`src/rtl/img_writer_if.sv`:
```
// ---------------------------------------------------------------------------
// img_writer_if
// Purpose : bundles the pixel stream handshake and the image RAM write port
//           used by img_writer.
// Signals :
//   s_valid  stream pixel valid              (source -> writer)
//   s_data   stream pixel, RGB444            (source -> writer)
//   s_ready  writer accepts a pixel          (writer -> source)
//   wr_en    RAM write strobe                (writer -> RAM)
//   wr_addr  RAM write address {y, x}        (writer -> RAM)
//   wr_data  RAM write data                  (writer -> RAM)
// Modports:
//   slave  : the img_writer side
//   master : the environment side (pixel source + RAM)
// ---------------------------------------------------------------------------
interface img_writer_if #(
    parameter int ADDR_WIDTH = 14
);
    logic                  s_valid;
    logic [11:0]           s_data;
    logic                  s_ready;
    logic                  wr_en;
    logic [ADDR_WIDTH-1:0] wr_addr;
    logic [11:0]           wr_data;

    modport slave (
        input  s_valid,
        input  s_data,
        output s_ready,
        output wr_en,
        output wr_addr,
        output wr_data
    );

    modport master (
        output s_valid,
        output s_data,
        input  s_ready,
        input  wr_en,
        input  wr_addr,
        input  wr_data
    );
endinterface

```
`src/rtl/img_writer.sv`:
```
// ---------------------------------------------------------------------------
// img_writer
// Purpose : write side of the sprite image memory read by draw_img. Takes a
//           raster-ordered RGB444 pixel stream and writes one
//           RECT_WIDTH x RECT_LENGTH image into the image RAM, using the
//           same address packing as the read side:
//           addr = {y[ADDR_WIDTH/2-1:0], x[ADDR_WIDTH/2-1:0]}.
// Ports   :
//   pclk      pixel clock, the only clock
//   rst       asynchronous, active-low reset
//   start     1-cycle request to begin loading one image (honoured in IDLE)
//   abort     cancel the load in progress
//   bus       img_writer_if.slave: s_valid/s_data/s_ready stream in,
//             wr_en/wr_addr/wr_data RAM write port out
//   busy      load in progress
//   done      1-cycle pulse, coincident with the final RAM write
//   checksum  (CHECKSUM_EN only) 16-bit sum of the accepted pixels
// Options :
//   CHECKSUM_EN  when defined, adds the checksum port and its accumulator.
// Parameters:
//   RECT_WIDTH   pixels per row
//   RECT_LENGTH  rows per image
//   ADDR_WIDTH   RAM address width; must be even and each half must be
//                wide enough for both RECT_WIDTH and RECT_LENGTH
// ---------------------------------------------------------------------------
module img_writer #(
    parameter int RECT_WIDTH  = 128,
    parameter int RECT_LENGTH = 128,
    parameter int ADDR_WIDTH  = 14
) (
    input  logic        pclk,
    input  logic        rst,
    input  logic        start,
    input  logic        abort,
    img_writer_if.slave bus,
    output logic        busy,
    output logic        done
`ifdef CHECKSUM_EN
    ,
    output logic [15:0] checksum
`endif
);

    localparam int HALF = ADDR_WIDTH / 2;

    localparam logic [HALF-1:0] X_LAST = HALF'(RECT_WIDTH - 1);
    localparam logic [HALF-1:0] Y_LAST = HALF'(RECT_LENGTH - 1);

    typedef enum logic [1:0] {
        IDLE = 2'd0,
        LOAD = 2'd1,
        DONE = 2'd2
    } state_t;

    state_t                state_q,   state_d;
    logic [HALF-1:0]       x_q,       x_d;
    logic [HALF-1:0]       y_q,       y_d;
    logic                  wr_en_q,   wr_en_d;
    logic [ADDR_WIDTH-1:0] wr_addr_q, wr_addr_d;
    logic [11:0]           wr_data_q, wr_data_d;
    logic                  busy_q,    busy_d;
    logic                  done_q,    done_d;

    logic accept;
    logic last_pixel;

    // Ready comes straight from the state register so the source sees it in
    // the same cycle; abort withdraws it so a beat offered alongside abort is
    // never consumed.
    assign bus.s_ready = (state_q == LOAD) && !abort;
    assign accept      = bus.s_valid && bus.s_ready;
    assign last_pixel  = (x_q == X_LAST) && (y_q == Y_LAST);

    assign bus.wr_en   = wr_en_q;
    assign bus.wr_addr = wr_addr_q;
    assign bus.wr_data = wr_data_q;
    assign busy        = busy_q;
    assign done        = done_q;

    // Next-state logic for the load FSM, the raster counters and the
    // registered write port.
    always_comb begin
        state_d   = state_q;
        x_d       = x_q;
        y_d       = y_q;
        wr_en_d   = 1'b0;
        wr_addr_d = wr_addr_q;
        wr_data_d = wr_data_q;

        case (state_q)
            IDLE: begin
                if (start) begin
                    state_d = LOAD;
                    x_d     = '0;
                    y_d     = '0;
                end
            end
            LOAD: begin
                if (abort) begin
                    state_d = IDLE;
                end else if (accept) begin
                    if (last_pixel) begin
                        state_d = DONE;
                    end
                end
            end
            DONE: begin
                state_d = IDLE;
            end
            default: begin
                state_d = IDLE;
            end
        endcase

        // The write for a beat appears one clock after its handshake, using
        // the counter values that addressed that beat.
        if (accept) begin
            wr_en_d   = 1'b1;
            wr_addr_d = {y_q, x_q};
            wr_data_d = bus.s_data;

            // y saturates on the last row so the counters never leave the
            // image even though the FSM stops accepting after the last pixel.
            if (x_q == X_LAST) begin
                x_d = '0;
                if (y_q != Y_LAST) begin
                    y_d = y_q + 1'b1;
                end
            end else begin
                x_d = x_q + 1'b1;
            end
        end

        // busy/done are registered copies of the next state so they line up
        // exactly with the state register.
        busy_d = (state_d == LOAD);
        done_d = (state_d == DONE);
    end

    always_ff @(posedge pclk or negedge rst) begin
        if (!rst) begin
            state_q   <= IDLE;
            x_q       <= '0;
            y_q       <= '0;
            wr_en_q   <= 1'b0;
            wr_addr_q <= '0;
            wr_data_q <= '0;
            busy_q    <= 1'b0;
            done_q    <= 1'b0;
        end else begin
            state_q   <= state_d;
            x_q       <= x_d;
            y_q       <= y_d;
            wr_en_q   <= wr_en_d;
            wr_addr_q <= wr_addr_d;
            wr_data_q <= wr_data_d;
            busy_q    <= busy_d;
            done_q    <= done_d;
        end
    end

`ifdef CHECKSUM_EN
    logic [15:0] checksum_q, checksum_d;

    assign checksum = checksum_q;

    // Cleared when a load starts; the last beat lands together with the
    // DONE transition, so the sum is final in the DONE cycle and then holds
    // until the next start.
    always_comb begin
        checksum_d = checksum_q;
        if ((state_q == IDLE) && start) begin
            checksum_d = '0;
        end else if (accept) begin
            checksum_d = checksum_q + {4'h0, bus.s_data};
        end
    end

    always_ff @(posedge pclk or negedge rst) begin
        if (!rst) begin
            checksum_q <= '0;
        end else begin
            checksum_q <= checksum_d;
        end
    end
`endif

endmodule

```
`src/flat_wrapper.sv`:
```
// flat-port wrapper written by rule: the top's interface ports become plain ports
module img_writer_flat 
#(
    parameter int RECT_WIDTH  = 128,
    parameter int RECT_LENGTH = 128,
    parameter int ADDR_WIDTH  = 14
)
  (pclk, rst, start, abort, busy, done, bus_s_valid, bus_s_data, bus_s_ready, bus_wr_en, bus_wr_addr, bus_wr_data);
  img_writer_if #(.ADDR_WIDTH(ADDR_WIDTH)) bus_i ();
  input  logic pclk;
  input  logic rst;
  input  logic start;
  input  logic abort;
  output logic busy;
  output logic done;
  input wire logic [$bits(bus_i.s_valid)-1:0] bus_s_valid;
  input wire logic [$bits(bus_i.s_data)-1:0] bus_s_data;
  output wire logic [$bits(bus_i.s_ready)-1:0] bus_s_ready;
  output wire logic [$bits(bus_i.wr_en)-1:0] bus_wr_en;
  output wire logic [$bits(bus_i.wr_addr)-1:0] bus_wr_addr;
  output wire logic [$bits(bus_i.wr_data)-1:0] bus_wr_data;
  assign bus_i.s_valid = bus_s_valid;
  assign bus_i.s_data = bus_s_data;
  assign bus_s_ready = bus_i.s_ready;
  assign bus_wr_en = bus_i.wr_en;
  assign bus_wr_addr = bus_i.wr_addr;
  assign bus_wr_data = bus_i.wr_data;
  img_writer #(.RECT_WIDTH(RECT_WIDTH), .RECT_LENGTH(RECT_LENGTH), .ADDR_WIDTH(ADDR_WIDTH)) u_core (.pclk(pclk), .rst(rst), .start(start), .abort(abort), .bus(bus_i), .busy(busy), .done(done));
endmodule
```
`config.mk`:
```
export PLATFORM = sky130hd
export DESIGN_NAME = img_writer_flat
export DESIGN_NICKNAME = d
export VERILOG_FILES = /design/src/rtl/img_writer_if.sv /design/src/rtl/img_writer.sv /design/src/flat_wrapper.sv
export SDC_FILE = /design/constraint.sdc
export NUM_CORES = 1
export LEC_CHECK = 0
export CORE_AREA = 4 4 66 68
export CTS_CLUSTER_SIZE = 40
export DETAILED_ROUTE_END_ITERATION = 8
export DIE_AREA = 0 0 70 72
export GPL_ROUTABILITY_DRIVEN = 0
export GPL_TIMING_DRIVEN = 0
export PLACE_DENSITY = 0.81
export SLEW_MARGIN = 20
export SYNTH_ARGS = -nofsm -noshare
export SYNTH_HDL_FRONTEND = slang
export SYNTH_SLANG_ARGS = --single-unit
```
`constraint.sdc`:
```
create_clock -name pclk -period 3.6 [get_ports pclk]
set_clock_uncertainty 0.1 [all_clocks]
set_input_delay 0.72 -clock pclk [delete_from_list [all_inputs] [get_ports pclk]]
set_output_delay 0.72 -clock pclk [all_outputs]
set_load 0.05 [all_outputs]
```
== Word-level counts from Yosys, hierarchy flattened ==
Cells that the tools add are included.

* Bits in writable memories: 0
* Bits in registers: 45
* Memories: 0
* Latch bits: 0
* Memory bits (read-only): 0
* Input port bits: 17
* Output and inout port bits: 30

* Muxes and demuxes: 15
* Equality and inequality tests: 6
* Divide/modulo/power cells: 0
* Bitwise gates (word level): 0
* Reduce and logical (&&, ||, !) cells: 8
* Add/sub/neg operators: 2
* $lt $le $gt $ge: 0
* Multiply operators: 0
* Shift operators: 0

{| class="wikitable"
|+ Operators with widths
! cell !! count
|-
| 2-to-1 mux 7 bit || 9
|-
| adder 7 x 1 -> 7 bit, second input constant || 2
|-
| equality test 7 bit, second input constant || 2
|-
| 2-to-1 mux 2 bit || 4
|-
| inequality test 7 bit, second input constant || 1
|-
| equality test 2 x 1 -> 1 bit, second input constant || 2
|-
| case mux 2 bit (2 select lines) || 1
|-
| nonzero test 2 bit || 2
|-
| logical AND 1 bit || 3
|-
| equality test 2 bit, second input constant || 1
|-
| logical NOT 2 bit || 1
|-
| AND reduction 2 bit || 1
|-
| logical NOT 1 bit || 1
|-
| 2-to-1 mux 1 bit || 1
|}

== Logic depth before layout (Yosys ltp) ==
Gate-level depths: netlist of run 1.

* Depth after elaboration: 7
* Mapped depth: 6
* Gate-level depth less buffers: 5

== Least setup slack after synthesis of run 1 ==
Ideal clock, no wire load.

* Path type: input -> output
* Start point: in abort
* End point: out bus_s_ready
* Cell stages on the path: 1
* Arrival: 1.967 ns
* Data required time: 2.780 ns
* Path buffers: 0
* Setup slack: 0.813 ns
* Cell sequence: nor3b_1

* Cells in the longest elaborated chain, start to end: 2

{| class="wikitable"
|+ Ends and longest elaborated chain
! item !! line !! RTL
|-
| from (decl) || flat_wrapper.sv:13 || <nowiki>input logic abort;</nowiki>
|-
| logical NOT 1 bit || img_writer.sv:70 || <nowiki>assign bus.s_ready = (state_q == LOAD) && !abort;</nowiki>
|-
| logical AND 1 bit || img_writer.sv:70 ||
|-
| to (decl) || flat_wrapper.sv:18 || <nowiki>output wire logic [$bits(bus_i.s_ready)-1:0] bus_s_ready;</nowiki>
|}

Every way passes these cells.

== Final worst setup path of run 1 ==
Ends and elaborated chain as after synthesis.

==> results by group, run 1 <==
Clock network
  • Post-CTS Setup Bufs: 0
  • CTS Buffer Depth: 2
  • Clock transition at the registers of the reported paths: about 80 ps
  • CTS tree: yes
  • Clock Latency Late Sink: between 200 and 300 ps
  • Clock root buffer: clkbuf_8
  • H-tree depth: 2
  • Hold-fix buffers at CTS: 0
  • CTS sink cnt: 45
  • Cts repair resizes: 0
  • CTS Buf Count: 5

Final layout
  • Nets: around 270
  • P&R area growth vs syn: 32.9%
  • Layout cell share with drive strength beyond 1: 0.0784
  • Fin util: 0.654
  • Ant. Diodes: 0

Timing
  • Setup tns final: 0 ps
  • Final period util: 0.874
  • Worst slew pin tran: a little under 600 ps
  • RSZ-0062 raised after global routing: no
  • Worst Hold Slack: roughly 260 ps
  • Final setup viols: 0
  • Rel. slew slack: 0.612
  • Final Hold Fails: 0
  • Max-slew violation count: 0
  • Worst Setup Slack, final: between 400 and 500 ps
  • Fin crit period: ~3100 ps
  • Fmax achieved: 318 MHz

Synthesis
  • Syn_nets: 220
  • Post-synth EDFFs: 0
  • Mapped cell area: between 1500 and 2000 µm²
  • Top FF cell, synth: dfrtp_1
  • Synthesized flop and latch total: 45
  • Synth warnings: 0
  • Seq/Total Area, Yosys: 0.593
  • Async set or reset register ratio after synthesis: 1.00
  • Avg Cell Area, Syn: between 9 and 10 µm²
  • Syn Inst Count: around 200
  • Unique masters post-synth: 32

GRT
  • First-pass GRT wire length: 6.68 mm
  • Vias in the first global route: 1460
  • Overflow after GRT: 0
  • Largest net degree at the start of global routing: 28
  • Global-route usage over all layers: 0.167
  • Initial antenna violation count: 0

Setup path
  • CP Class: in2out
  • Max FO, Critical Path: 3
  • Startpoint types: input port
  • Crit end category: primary output
  • Flop2flop setup slack: ~1700 ps
  • WP data required: roughly 2800 ps
  • Worst r2r path cells: 5
  • Worst EP arrival: approximately 2300 ps

Floorplanning
  • Die Y-Extent: ~72 µm
  • I/O pins: 47
  • Core ar.: between 3000 and 4000 µm²
  • Die Width: ~70 µm
  • Initial core utilization: 0.492
  • Die area: between 5000 and 6000 µm²
  • Num rows: 23

Min path
  • Hold Path Class: in2async

Route
  • Drt via density: around 5
  • Vias: about 1600
  • Drt total wl: slightly below 4 mm
  • Post-route ant nets: 0
  • WL per Instance: approximately 13 µm
  • 1st-iter DRT viols: 75
  • First-pass iteration count of the detailed router: 4
  • Residual DRC: 0

Run
  • Max-cap violation count: 0

Placed design
  • HPWL after detailed placement: ~2.8 mm
  • PortBufs: between 40 and 50
  • Pre-CTS WS: 462 ps

Pwr
  • PnR Total Power: 1.24 mW
  • Leak Pwr: between 1 and 1.5 nW
  • Worst vdd rail ir drop: between 0.3 and 0.4 mV
  • Pwr dens: 490 nW/µm²

Outcome
  • Status: completed
[path summary, 6_finish.rpt]
check                                            start                      to
max in group asynchronous                          rst   u_core.bus.wr_addr[5]
min in group pclk               u_core.bus.wr_addr[10]  u_core.bus.wr_addr[10]
worst min-delay path                               rst  u_core.bus.wr_addr[10]
worst max register to register           u_core.x_q[1]           u_core.y_q[3]
worst max-delay path                             abort             bus_s_ready
worst min register to register  u_core.bus.wr_addr[10]  u_core.bus.wr_addr[10]
[worst max-delay path: stages]
cell	delay [ps]
clkdlybuf4s50_1	420
nor3b_1	310
clkdlybuf4s50_1	870
[power by group]
group,leakage (nW),total [mW],switching (mW),internal (mW)
sequential,0.604,0.580,0.0265,0.553
combinational,0.603,0.353,0.234,0.118
clock,0.0443,0.304,0.152,0.152
[registers in the layout, summed over array words and instances (netlist names)]
register,count
u_core.done,1
u_core.busy,1
u_core.bus.wr_en,1
u_core.y_q,7
u_core.bus.wr_data,12
u_core.state_q,2
u_core.bus.wr_addr,14
u_core.x_q,7
[kinds of logic (layout without fill, tap and decap cells)]
kind of cell | Yosys count | in the layout | share of synthesized area
mux | 2 | 2 | 0.0119
fa+ha+maj | 2 | 2 | 0.0132
xor+xnor | 3 | 3 | 0.0138
compound gates | 23 | 23 | 0.0811
flops | 45 | 45 | 0.593
simple gates | 116 | 116 | 0.263
buf+inv | 10 | 64 | 0.0237
[area by class of cell]
class / count / area, µm²
Sequential cell: 45 / 1130
Fill cell: 331 / 1330
Inverter: 1 / 3.75
Multi-Input combinational cell: 146 / 727
Timing Repair Buffer: 47 / 475
Tap cell: 50 / 62.6
Buffer: 9 / 41.3
Clock buffer: 7 / 86.3
[per-layer routing]
metal / part of all wire / global-route usage / up-vias
met2: 0.48 / 0.258 / 41
li1: - / - / 767
met5: 0 / 0 / -
met3: 0.048 / 0.0485 / 4
met1: 0.46 / 0.222 / 755
met4: 0.018 / 0.0745 / 0
[synthesized netlist by cell type (3+ instances only)]
cell type / number / share of area
nand2_1: 87 / 0.17
dfrtp_1: 45 / 0.59
nor2_1: 11 / 0.022
o21ai_0: 8 / 0.021
nand3_1: 6 / 0.016
clkbuf_1: 5 / 0.0099
a31oi_1: 4 / 0.013
a22o_1: 3 / 0.014
[placed cells by master, fill, tap and decap left out, types with 2 or more instances in the layout]
cell type	instances
buf_2	3
dfrtp_1	45
ha_1	2
a21o_1	2
nand4_1	2
clkbuf_1	6
nand3_1	6
o21ai_0	8
a21oi_1	2
nor3b_1	2
nand2_1	87
nor2_1	11
a31oi_1	4
xor2_1	2
a22o_1	3
clkdlybuf4s50_1	45
mux2_2	2
clkbuf_8	6
[through the flow]
step / cells / instance area (µm²)
global route: 305 / 2520
floorplan: 201 / 1900
global placement: 297 / 2420
CTS: 305 / 2520
detailed placement: 298 / 2440
finish: 305 / 2520
Note: power is estimated with default switching activity, not from simulation.
==> run 2, diff against run 1 <==
Settings changed: GPL_TIMING_DRIVEN 0 to not set, HOLD_SLACK_MARGIN set to 0.12.
==> results by group, run 2 (synthesis gave the netlist of run 1 again) <==
Setup path
  • Startpoint types: input port
  • Crit end category: primary output
  • CP cell instances: clkdlybuf4s50_1 -> nor3b_1 -> clkdlybuf4s50_1
  • CP Class: in2out
  • Worst EP arrival: roughly 2400 ps
  • Crit Reg-Reg Endpoint: u_core.y_q[3]
  • Max FO, Critical Path: 3
  • Worst r2r path cells: 5
  • Flop2flop setup slack: 1710 ps
  • Crit path max-delay cell type: clkdlybuf4s50_1
  • Worst R2R Start: u_core.state_q[1]
  • Most used cell along the critical path: clkdlybuf4s50_1
  • Crit path largest cell delay: 880 ps
  • WP data required: 2780 ps

Timing
  • Worst Setup Slack, final: ~430 ps
  • Max-slew violation count: 0
  • Fin crit period: between 3000 and 4000 ps
  • Worst slew pin tran: between 900 and 1000 ps
  • Worst Hold Slack: roughly 370 ps
  • Fmax achieved: 315 MHz
  • Rel. slew slack: 0.355
  • Final Hold Fails: 0
  • Final period util: 0.882
  • Final setup viols: 0
  • Setup tns final: 0 ps
  • RSZ-0062 raised after global routing: no

Placed design
  • Placed Area: about 2400 µm²
  • PortBufs: 46
  • HPWL after detailed placement: 2.57 mm
  • Pre-CTS WS: 451 ps
  • Placed cells: around 290

GRT
  • Global-route usage over all layers: 0.162
  • Vias in the first global route: 1400
  • Largest net degree at the start of global routing: 46
  • Initial antenna violation count: 0
  • Overflow after GRT: 0
  • First-pass GRT wire length: roughly 6.4 mm

Clock network
  • Clock Latency Late Sink: just under 300 ps
  • Hold-fix buffers at CTS: 0
  • H-tree depth: 2
  • CTS sink cnt: 45
  • CTS Buf Count: 5
  • Clock transition at the registers of the reported paths: roughly 70 ps
  • CTS tree: yes
  • CTS Buffer Depth: 2
  • Cts repair resizes: 0
  • Clock root buffer: clkbuf_8
  • Post-CTS Setup Bufs: 0

Floorplanning
  • Initial core utilization: 0.492
  • Core ar.: 3860 µm²
  • Die area: just over 5000 µm²
  • Die Width: about 70 µm
  • I/O pins: 47
  • Num rows: 23
  • Die Y-Extent: around 72 µm

Min path
  • Hold-critical path endpoint: u_core.bus.wr_addr[9]
  • Hold Path Class: reg2reg
  • Worst Hold Launch: u_core.bus.wr_addr[9]
  • Hold depth: 2

Final layout
  • Largest register FFs: 14
  • Layout cell share with drive strength beyond 1: 0.0726
  • Fin util: 0.644
  • P&R area growth vs syn: 30.9%
  • Most frequent cells in the layout: nand2_1, clkdlybuf4s50_1, dfrtp_1
  • Nets: approximately 270
  • Leading cell type in the layout, fill and taps excluded: nand2_1
  • Filler Cell Count: 341
  • Reg area: ~1100 µm²
  • Post-route cell area: between 2000 and 2500 µm²
  • Ant. Diodes: 0
  • Non-filler cells, final: a little under 300
  • Multi-input gate area in the final layout: ~730 µm²

Route
  • WL per Instance: between 10 and 15 µm
  • Post-route ant nets: 0
  • 1st-iter DRT viols: 70
  • First-pass iteration count of the detailed router: 4
  • Residual DRC: 0
  • Drt total wl: ~3.7 mm
  • Vias: between 1000 and 1500
  • Drt via density: approximately 5.0

Run
  • Max-cap violation count: 0

Pwr
  • PnR Total Power: about 1.2 mW
  • Worst vdd rail ir drop: 0.340 mV
  • Leak Pwr: 1.23 nW
  • Pwr dens: between 400 and 500 nW/µm²

Outcome
  • Status: completed
run 2: changes by cell type in the layout (fill, tap and decap cells not counted), sizes merged:
| cell | previous run | this run |
|---|---|---|
| clkbuf | 13 | 7 |
| buf | 5 | 4 |
run 2: worst max-delay path by stage:
stage,start,end,depth (start not counted)
2_1_floorplan,abort,bus_s_ready,1
3_3_place_gp,abort,bus_s_ready,3
3_5_place_dp,abort,bus_s_ready,3
4_1_cts,abort,bus_s_ready,3
5_1_grt,abort,bus_s_ready,3
6_report,abort,bus_s_ready,3
run 2: layer usage:
layer	wire (µm)	up-vias	global-route usage	part of all wire
met1	1700	687	0.210	0.46
met3	217	7	0.0471	0.059
met2	1700	43	0.248	0.46
met5	0	-	0	0
li1	-	753	-	-
met4	79	0	0.0872	0.021
run 2: final cells by class:
cell class | count | share of cell area
flip-flops and latches | 45 | 0.453
multi-input cells | 146 | 0.293
repair buffers | 49 | 0.192
clock buffers | 7 | 0.0348
well taps | 50 | 0.0252
inverters | 1 | 0.00151
run 2: power by group:
part	internal (mW)	switching [mW]	total, mW
registers	0.554	0.0266	0.580
clock network	0.152	0.150	0.302
logic	0.116	0.234	0.350
total	0.822	0.410	1.23
run 2: worst max-delay path: cells and delay by family:
family / cells / cell delay (ps)
simple gates: 1 / 330
buf+inv: 2 / 1300
==> run 3, diff against run 2 <==
Settings changed: CORE_AREA 4 4 66 68 to 2 2 64 66, DIE_AREA 0 0 70 72 to 0 0 66 68.
==> results by group, run 3 (synthesis gave the netlist of run 1 again) <==
Final layout
  • Post-route cell area: between 2000 and 2500 µm²
  • Layout cell share with drive strength beyond 1: 0.0803
  • Ant. Diodes: 0
  • Most frequent cells in the layout: nand2_1, clkdlybuf4s50_1, dfrtp_1
  • Leading cell type in the layout, fill and taps excluded: nand2_1
  • Nets: roughly 270
  • P&R area growth vs syn: 31.0%
  • Largest register FFs: 14

GRT
  • Global-route usage over all layers: 0.182
  • Largest net degree at the start of global routing: 46
  • Initial antenna violation count: 0
  • Overflow after GRT: 0
  • Vias in the first global route: ~1400
  • First-pass GRT wire length: slightly above 6 mm

Timing
  • RSZ-0062 raised after global routing: no
  • Setup tns final: 0 ps
  • Fin crit period: around 3200 ps
  • Final Hold Fails: 0
  • Worst Hold Slack: 309 ps
  • Rel. slew slack: 0.577
  • Final setup viols: 0
  • Worst slew pin tran: about 630 ps
  • Max-slew violation count: 0
  • Final period util: 0.879
  • Fmax achieved: roughly 320 MHz

Clock network
  • Post-CTS Setup Bufs: 0
  • CTS tree: yes
  • Clock transition at the registers of the reported paths: 80 ps
  • H-tree depth: 2
  • CTS Buffer Depth: 2
  • Cts repair resizes: 0
  • Clock Latency Late Sink: 290 ps
  • CTS sink cnt: 45
  • Clock root buffer: clkbuf_8
  • CTS Buf Count: 5
  • Hold-fix buffers at CTS: 0

Route
  • Vias: around 1500
  • Drt via density: between 5 and 6
  • Drt total wl: ~3.6 mm
  • 1st-iter DRT viols: ~130
  • Post-route ant nets: 0
  • Residual DRC: 0
  • First-pass iteration count of the detailed router: 4
  • WL per Instance: 12.1 µm

Pwr
  • Leak Pwr: around 1.2 nW
  • Pwr dens: about 490 nW/µm²
  • PnR Total Power: 1.22 mW
  • Worst vdd rail ir drop: between 0.2 and 0.3 mV

Setup path
  • CP cell instances: clkdlybuf4s50_1 -> nor3b_1 -> clkdlybuf4s50_1
  • Most used cell along the critical path: clkdlybuf4s50_1
  • Crit Reg-Reg Endpoint: u_core.x_q[4]
  • WP data required: 2780 ps
  • Worst setup endpoint: bus_s_ready
  • Crit path largest cell delay: approximately 880 ps
  • Flop2flop setup slack: between 1500 and 2000 ps
  • Worst r2r path cells: 7
  • Worst EP arrival: around 2300 ps
  • Crit path max-delay cell type: clkdlybuf4s50_1
  • Critical Path Source: abort
  • Worst R2R Start: u_core.state_q[1]
  • Crit end category: primary output
  • Max FO, Critical Path: 3
  • CP Class: in2out
  • Startpoint types: input port

Floorplanning
  • Die area: around 4500 µm²
  • Initial core utilization: 0.492
  • Die Y-Extent: between 60 and 70 µm
  • Die Width: 66 µm
  • I/O pins: 47
  • Num rows: 23
  • Core ar.: between 3000 and 4000 µm²

Run
  • Max-cap violation count: 0

Min path
  • Hold Path Class: in2async

Placed design
  • HPWL after detailed placement: 2.50 mm
  • Placed Area: 2400 µm²
  • PortBufs: 46

Outcome
  • Status: completed
==> run 3: final cells by class <==
class	instances	area, µm²
clock inverters	3	17.5
multi-input cells	146	727
flip-flops and latches	45	1130
repair buffers	49	480
clock buffers	5	68.8
inverters	1	3.75
fillers	344	1370
well taps	50	62.6
==> run 3: worst min-delay path by stage <==
| stage | end | slack (ps) | depth (start not counted) |
|---|---|---|---|
| 3_5_place_dp | u_core.bus.wr_addr[3] | 360 | 2 |
| 5_1_grt | u_core.bus.wr_data[1] | 360 | 1 |
| 2_1_floorplan | u_core.bus.wr_addr[0] | 320 | 0 |
| 3_3_place_gp | u_core.bus.wr_data[3] | 360 | 2 |
| 4_1_cts | u_core.bus.wr_addr[9] | 380 | 2 |
| 6_report | u_core.bus.wr_addr[9] | 310 | 1 |
==> run 3: critical path: cells and delay by family <==
kind          cells  cell delay (ps)
buf+inv           2             1300
simple gates      1              320
==> run 3: power by group <==
part	leakage [nW]	total, mW	switching (mW)	internal, mW
combinational	0.582	0.349	0.232	0.117
clock	0.0439	0.295	0.161	0.134
sequential	0.604	0.580	0.0271	0.553
==> run 3: metrics by stage <==
| stage | utilization | std cells | setup WS, ps |
|---|---|---|---|
| 5_1_grt | 0.645 | 299 | 357 |
| 3_3_place_gp | 0.622 | 291 | 451 |
| 2_1_floorplan | - | 201 | 813 |
| 4_1_cts | 0.644 | 299 | 424 |
| 6_report | 0.645 | 299 | 436 |
| 3_5_place_dp | 0.622 | 291 | 443 |
==> run 3: per-layer routing <==
layer  vias up  routed length [µm]  GRT usage
met5         -                   0          0
met4         0                  55     0.0612
met3         7                 192     0.0526
met2        43                1690      0.302
met1       729                1680      0.231
li1        754                   -          -
